==> src/rtl/l0_fifo_bank.sv <==
`default_nettype none
// ============================================================================
// Module   : l0_fifo_bank
// Brief    : Bank of per-row L0 FIFOs with a parallel or staggered read
//            wavefront. The optional sticky error flag is enabled by
//            defining L0_FIFO_ERR_EN.
// Revision : 1.0
// ============================================================================
module l0_fifo_bank #(
    parameter int row   = 8,
    parameter int bw    = 4,
    parameter int depth = 64
) (
    input  logic                clk,
    input  logic                reset,
    input  logic [row*bw-1:0]   in,
    input  logic                wr,
    input  logic                rd,
    input  logic                mode,
    output logic [row*bw-1:0]   out,
    output logic [row-1:0]      o_valid,
    output logic                o_full,
    output logic                o_ready,
    output logic                o_empty,
    output logic                o_err
);

    localparam int c_PTR_W = $clog2(depth);
    localparam int c_CNT_W = c_PTR_W + 1;

    logic [row-1:0] r_rd_en;
    logic [row-1:0] w_row_full;
    logic [row-1:0] w_row_empty;
    logic [row-1:0] w_pop;
    logic           r_mode_q;
    logic           w_wr_acc;

    assign o_full   = |w_row_full;
    assign o_ready  = ~o_full;
    assign o_empty  = &w_row_empty;
    // A write is all-or-nothing so the rows always hold the same number of beats written
    assign w_wr_acc = wr & ~o_full;

    always_ff @(posedge clk or negedge reset) begin
        if (!reset) begin
            r_rd_en  <= '0;
            r_mode_q <= 1'b0;
        end else begin
            if (r_mode_q) begin
                r_rd_en <= {r_rd_en[row-2:0], rd};
            end else begin
                r_rd_en <= {row{rd}};
            end
            // Only retune the mode while no wavefront is in flight or starting
            if ((r_rd_en == '0) && !rd) begin
                r_mode_q <= mode;
            end
        end
    end

    for (genvar gi = 0; gi < row; gi++) begin : g_row
        logic [bw-1:0]      r_mem [depth];
        logic [c_PTR_W-1:0] r_wptr;
        logic [c_PTR_W-1:0] r_rptr;
        logic [c_CNT_W-1:0] r_cnt;
        logic [bw-1:0]      r_dout;
        logic               r_valid;

        assign w_row_full[gi]    = (r_cnt == c_CNT_W'(depth));
        assign w_row_empty[gi]   = (r_cnt == '0);
        assign w_pop[gi]         = r_rd_en[gi] & ~w_row_empty[gi];
        assign out[bw*gi +: bw]  = r_dout;
        assign o_valid[gi]       = r_valid;

        always_ff @(posedge clk) begin
            if (w_wr_acc) begin
                r_mem[r_wptr] <= in[bw*gi +: bw];
            end
        end

        always_ff @(posedge clk or negedge reset) begin
            if (!reset) begin
                r_wptr  <= '0;
                r_rptr  <= '0;
                r_cnt   <= '0;
                r_dout  <= '0;
                r_valid <= 1'b0;
            end else begin
                r_valid <= w_pop[gi];
                if (w_wr_acc) begin
                    r_wptr <= r_wptr + c_PTR_W'(1);
                end
                if (w_pop[gi]) begin
                    r_dout <= r_mem[r_rptr];
                    r_rptr <= r_rptr + c_PTR_W'(1);
                end
                case ({w_wr_acc, w_pop[gi]})
                    2'b10:   r_cnt <= r_cnt + c_CNT_W'(1);
                    2'b01:   r_cnt <= r_cnt - c_CNT_W'(1);
                    default: r_cnt <= r_cnt;
                endcase
            end
        end
    end

`ifdef L0_FIFO_ERR_EN
    logic r_err;

    always_ff @(posedge clk or negedge reset) begin
        if (!reset) begin
            r_err <= 1'b0;
        end else if ((wr & o_full) | (|(r_rd_en & w_row_empty))) begin
            r_err <= 1'b1;
        end
    end

    assign o_err = r_err;
`else
    assign o_err = 1'b0;
`endif

endmodule
`default_nettype wire

==> config.mk <==
export PLATFORM = sky130hd
export DESIGN_NAME = l0_fifo_bank
export DESIGN_NICKNAME = d
export VERILOG_FILES = /design/src/rtl/l0_fifo_bank.sv
export SDC_FILE = /design/constraint.sdc
export NUM_CORES = 2
export LEC_CHECK = 0
export ABC_AREA = 1
export BUFFER_PORTS_ARGS = -buffer_cell sky130_fd_sc_hd__buf_2
export CAP_MARGIN = 5
export CORE_MARGIN = 1.5
export CORE_UTILIZATION = 54
export CTS_CLUSTER_DIAMETER = 40
export CTS_CLUSTER_SIZE = 30
export DETAILED_ROUTE_END_ITERATION = 7
export PLACE_DENSITY_LB_ADDON = 0.3
export SLEW_MARGIN = 30
export SYNTH_ARGS = -nofsm -noshare
export SYNTH_HDL_FRONTEND = slang
export SYNTH_SLANG_ARGS = --single-unit
==> constraint.sdc <==
create_clock -name clk -period 3.3 [get_ports clk]
set_input_delay 0.33 -clock clk [delete_from_list [all_inputs] [get_ports clk]]
set_output_delay 0.33 -clock clk [all_outputs]
set_load 0.05 [all_outputs]
# Word level (Yosys, flattened, before mapping)
# Memories as Yosys holds them, arrays and structs flattened. A register that Yosys moved wholly into a read port is not among the register bits.
# Cells that the tools add are included.
# totals
out_inout_bits	44
wordCells	156
ram_bits	2048
reg_bits	169
in_bits	37
mem_count	8
# op_classes
n_mux	11
n_reduce_logical	29
n_addsub	32
n_bitwise	18
n_eq_ne	24
# memory_table
name	words	width	read_ports	rd_ports_with_merged_regs	wr	line_no	text
g_row[0].r_mem	64	4	1	1	1	62	logic [bw-1:0] r_mem [depth];
g_row[1].r_mem	64	4	1	1	1	62	
g_row[2].r_mem	64	4	1	1	1	62	
g_row[3].r_mem	64	4	1	1	1	62	
g_row[4].r_mem	64	4	1	1	1	62	
g_row[5].r_mem	64	4	1	1	1	62	
+2 memories	-	-	-	-	-	-	
# op_table
cell	n
$pmux W7 S2	8
$add A6 B1 Y6 const B	16
$add A7 B1 Y7 const B	8
$eq A7 B7 Y1 const B	8
$logic_not A7 Y1	8
$sub A7 B1 Y7 const B	8
$eq A2 B1 Y1 const B	8
$eq A2 B2 Y1 const B	8
$reduce_bool A2 Y1	8
$and A1 B1 Y1	9
$logic_not A1 Y1	9
$not A1 Y1	9
$logic_not A8 Y1	1
$mux W8	1
$reduce_and A8 Y1	1
$reduce_or A8 Y1	1
$mux W1	2
$logic_and A1 B1 Y1	1

# Longest topological paths before layout
# logic_depth
ltp_word	6
ltp_mapped	21
depth_no_buf	18

# Least setup slack after synthesis
# OpenSTA, ideal clock, no wires.
# synth_path
path_kind	flip-flop to flip-flop
startpoint	register g_row[7].r_cnt[0]
endpoint	register g_row[4].r_cnt[5]
required_time_ps	3183
path_buffers	3
slack_ps	413
stages_incl_launch_ff	19
arrival_ps	2770
setup_ps	117
synth_period_minus_slack_ps	2887
cell_sequence	dfrtp_1 nor2_1 nand3_1 nor2_1 a21oi_1 nand2_1 nor2_4 nand2_2 buf_4 buf_2 ha_1 buf_2 xnor2_1 o21ai_0 nand2_1 nand3b_1 or2_2 nand3_1 nand2_1
# synth_between
elab_chain_cells	6
word_cells_on_any_way	8
classes_between	eq/ne: 3; mux: 1; bitwise: 2; reduce/logical: 2
# synth_lines
element	line_no	text
from (decl)	65	logic [c_CNT_W-1:0] r_cnt;
from (signal assigned)	98	2'b10: r_cnt <= r_cnt + c_CNT_W'(1);
from (signal assigned)	99	2'b01: r_cnt <= r_cnt - c_CNT_W'(1);
from (signal assigned)	100	default: r_cnt <= r_cnt;
$eq A7 B7 Y1 *	69	assign w_row_full[gi] = (r_cnt == c_CNT_W'(depth));
$reduce_or A8 Y1 *	38	assign o_full = |w_row_full;
$not A1 Y1 *	42	assign w_wr_acc = wr & ~o_full;
$and A1 B1 Y1 *	42	
$eq A2 B1 Y1 / $eq A2 B2 Y1 (equally long branches)	97	case ({w_wr_acc, w_pop[gi]})
$pmux W7 S2 / $reduce_bool A2 Y1 (equally long branches)	-	
to (signal assigned)	98	
to (signal assigned)	99	
to (signal assigned)	100	
to (decl)	65	
# Every way passes the cells marked *; elsewhere a longest branch is shown, timed or not.
# A chain may end at the register's enable or synchronous reset.

# Worst setup path in the final report
# layout_path
startpoint	register g_row[5].r_cnt[0]
endpoint	output port o_empty
# layout_between
elab_chain_cells	2
# layout_lines
element	line_no	text
from (decl)	65	
from (signal assigned)	98	
from (signal assigned)	99	
from (signal assigned)	100	
$logic_not A7 Y1	70	assign w_row_empty[gi] = (r_cnt == '0);
$reduce_and A8 Y1	40	assign o_empty = &w_row_empty;
to (decl)	24	output logic o_empty,
# No other way between the ends.

==> results.yml <==
yosys:
  syn_inst: 9714
  synth_area_um2: 98900
  ys_ff_latch: 2249
  ys.flop_type: "edfxtp_1"
  synth-seq-area-share: 0.673
  postSynthAreaPerCell_um2: 10.2
  synthArstFlopShare: 0.0894
  syn_nets: 9791
  yosysWarnings: 0
  synth.distinct_cells: 34
  synth_edf_count: 2048
clock_tree:
  tritoncts: "yes"
  cts_buffers: 309
  cts_root_buf: "clkbuf_16"
  htree_num_levels: 5
  insertion_delay_ps: 940
  ctsLongestPathBuffers: 4
  cts.clk_slew.worst_paths_ps: 60
  cts_sinks: 2249
status:
  status: "finished clean"
placed_design:
  placed_area_um2: 102000
  dp_hpwl_um: 144000
  port_buffers: 79
  place_congestion: 0.901
  dp_slack_ps: 139
floorplan:
  core-area_um2: 181000
  ios: 81
  floorplan.die.height_um: 431
  die_area_um2: 186000
  start_util: 0.545
  rows: 156
  die-width_um: 431
global_routing:
  grt_pass1_wl_um: 367000
  grt_pass1_vias: 67600
  antenna_found_initial: 2
  grt_use_total: 0.252
  overflow: 0
  grt_max_degree: 147
worst_hold_path:
  hp-class: "in -> reg"
pwr:
  seqPwrFrac: 0.344
  p_sw_uw: 39200
  swShare: 0.383
  p_per_area_nw_per_um2: 904
  pwr-share-comb: 0.338
  p_clk_frac: 0.319
  p_int_uw: 63100
  total_power_uw: 102000
  peakVddDrop_v: 0.000829
  power_leakage_uw: 0.0454
timing:
  holdWs_ps: 42.4
  fin_crit_ps: 3200
  fin_skew_ps: 77.6
  fmax_mhz: 312
  tightest_slew_ps: 961
  rsz0062_at_grt: "yes"
  slew_violations: 0
  hold_violations: 0
  slew_headroom: 0.360
  setup_slack_ps: 96.0
  setup_viol: 0
  fin_crit_sh: 0.971
critical_path:
  critical_path_peak_fanout: 5
  slowest_stage: "dfrtp_1"
  cpLargestDelayFamily: "simple AND/OR/NAND/NOR gates"
  end_kind: "output port"
  cp_cell_sequence: "nor2_1, nand3_1, nor3_2, nand4_1, nor4_1, buf_4, buf_2"
  worstSetupPathType: "reg -> out"
  crit_arrival_ps: 2870
  crit_buf_inv: 2
  cp-start-kind: "flop"
  max_stage_delay_ps: 430
  cp.required_ps: 2970
drt:
  wl_met3_um: 20100
  vias_per_cell: 5.53
  highest_layer: "met4"
  wl_per_cell_um: 18.9
  wl_met1_um: 96800
  dr.pass1.iters: 6
  dr.first_iter.drc_count: 7305
  wl_um: 236000
  ant_nets: 0
  route.vias.total: 69204
  drc_errors: 0
  route.met2.wl_um: 112000
layout:
  area_delta_synth_final_pct: 14.3
  fin_util: 0.623
  final_area_um2: 113000
  drive_gt1_frac: 0.0943
  fin_nets: 9987
job:
  maxCapViolCount: 0
[power by group through the flow]
stage | Clock [µW] | Combinational, µW | Sequential, µW
after detailed placement | 0 | 33600 | 35600
after CTS | 33000 | 34100 | 35100
final | 32600 | 34500 | 35100
after floorplan | 0 | 23400 | 35400
after global placement | 0 | 32900 | 35500
after global routing | 34200 | 38100 | 35400
[per-layer routing]
metal | vias to the layer above | global-route usage
met3 | 529 | 0.0429
met4 | 0 | 0.0909
met5 | - | 0
li1 | 32635 | -
met1 | 32970 | 0.342
met2 | 3070 | 0.411
[sequential cells by signal, summed over array words and instances, names as in the netlist]
name           count
r_mode_q           1
g_row.r_mem     2048
r_rd_en            8
g_row.r_dout      32
g_row.r_cnt       56
g_row.r_valid      8
g_row.r_rptr      48
g_row.r_wptr      48
[timing repair]
action / CTS / global route
setup buffers: 1 / 3
pin swaps: 1 / 0
hold buffers: 29 / 0
resized for setup: 6 / 21
setup endpoints to repair: 3 / 17
cloned: 1 / 0
hold endpoints to repair: 759 / 0
[layout by cell type (no fill, tap or decap), types with 126 or more instances in the layout]
cell / count
buf_4: 211
nand2_1: 3142
inv_1: 916
a21oi_1: 126
dfrtp_1: 185
edfxtp_1: 2048
nor2_1: 876
nand3_1: 1246
o21ai_0: 136
clkbuf_16: 314
[final timing paths]
path | endpoint | cells past startpoint | from | slack [ps]
worst max-delay path | o_empty | 7 | g_row[5].r_cnt[0] | 100
worst min-delay path | g_row[6].r_mem[1][3] | 1 | in[27] | 40
worst max register to register | g_row[4].r_cnt[5] | 15 | g_row[5].r_cnt[2] | 250
worst min register to register | g_row[2].r_dout[0] | 2 | g_row[2].r_dout[0] | 480
max in group asynchronous | g_row[6].r_rptr[1] | 4 | reset | 1460
min in group asynchronous | g_row[6].r_rptr[5] | 3 | reset | 540
[per-stage QoR]
step	setup TNS, ps	cells
4_1_cts	-5.56	12508
6_report	0	12513
3_3_place_gp	0	11935
3_5_place_dp	0	11935
5_1_grt	-61.1	12512
2_1_floorplan	0	9714
[cell families (layout without fill, tap and decap cells)]
family	Yosys count	in the layout	synth area share
AO/OA/AOI/OAI	370	370	0.0213
XOR/XNOR	150	150	0.0133
adder cells (fa/ha/maj)	40	40	0.00506
buffers and inverters	1421	1848	0.0562
flip-flops	2249	2249	0.673
other	1	3	0.0000379
AND/OR/NAND/NOR	5483	5483	0.231
[synth_stat cells, types with 31 or more instances]
cell type / instances / area share
nand2_1: 3142 / 0.12
edfxtp_1: 2048 / 0.62
nand3_1: 1246 / 0.063
inv_1: 921 / 0.035
nor2_1: 876 / 0.033
clkbuf_1: 219 / 0.0083
dfrtp_1: 201 / 0.051
o21ai_0: 136 / 0.0069
a21oi_1: 127 / 0.0064
buf_2: 125 / 0.0063
o211ai_1: 99 / 0.0075
buf_1: 95 / 0.0036
xor2_1: 91 / 0.0081
nor3_1: 80 / 0.0040
xnor2_1: 59 / 0.0052
nand3_2: 44 / 0.0045
ha_1: 40 / 0.0051
clkinv_1: 31 / 0.0012
[layout make-up]
class | instances | area (µm²)
clock inverter | 204 | 2210
tap | 2370 | 2970
multi-input combinational | 6044 | 26900
antenna | 2 | 5.00
sequential | 2249 | 66600
inverter | 965 | 3630
clock buffer | 338 | 7990
timing repair buffer | 341 | 2770
fill | 13943 | 68300
Note: power is estimated with default switching activity, not from simulation.
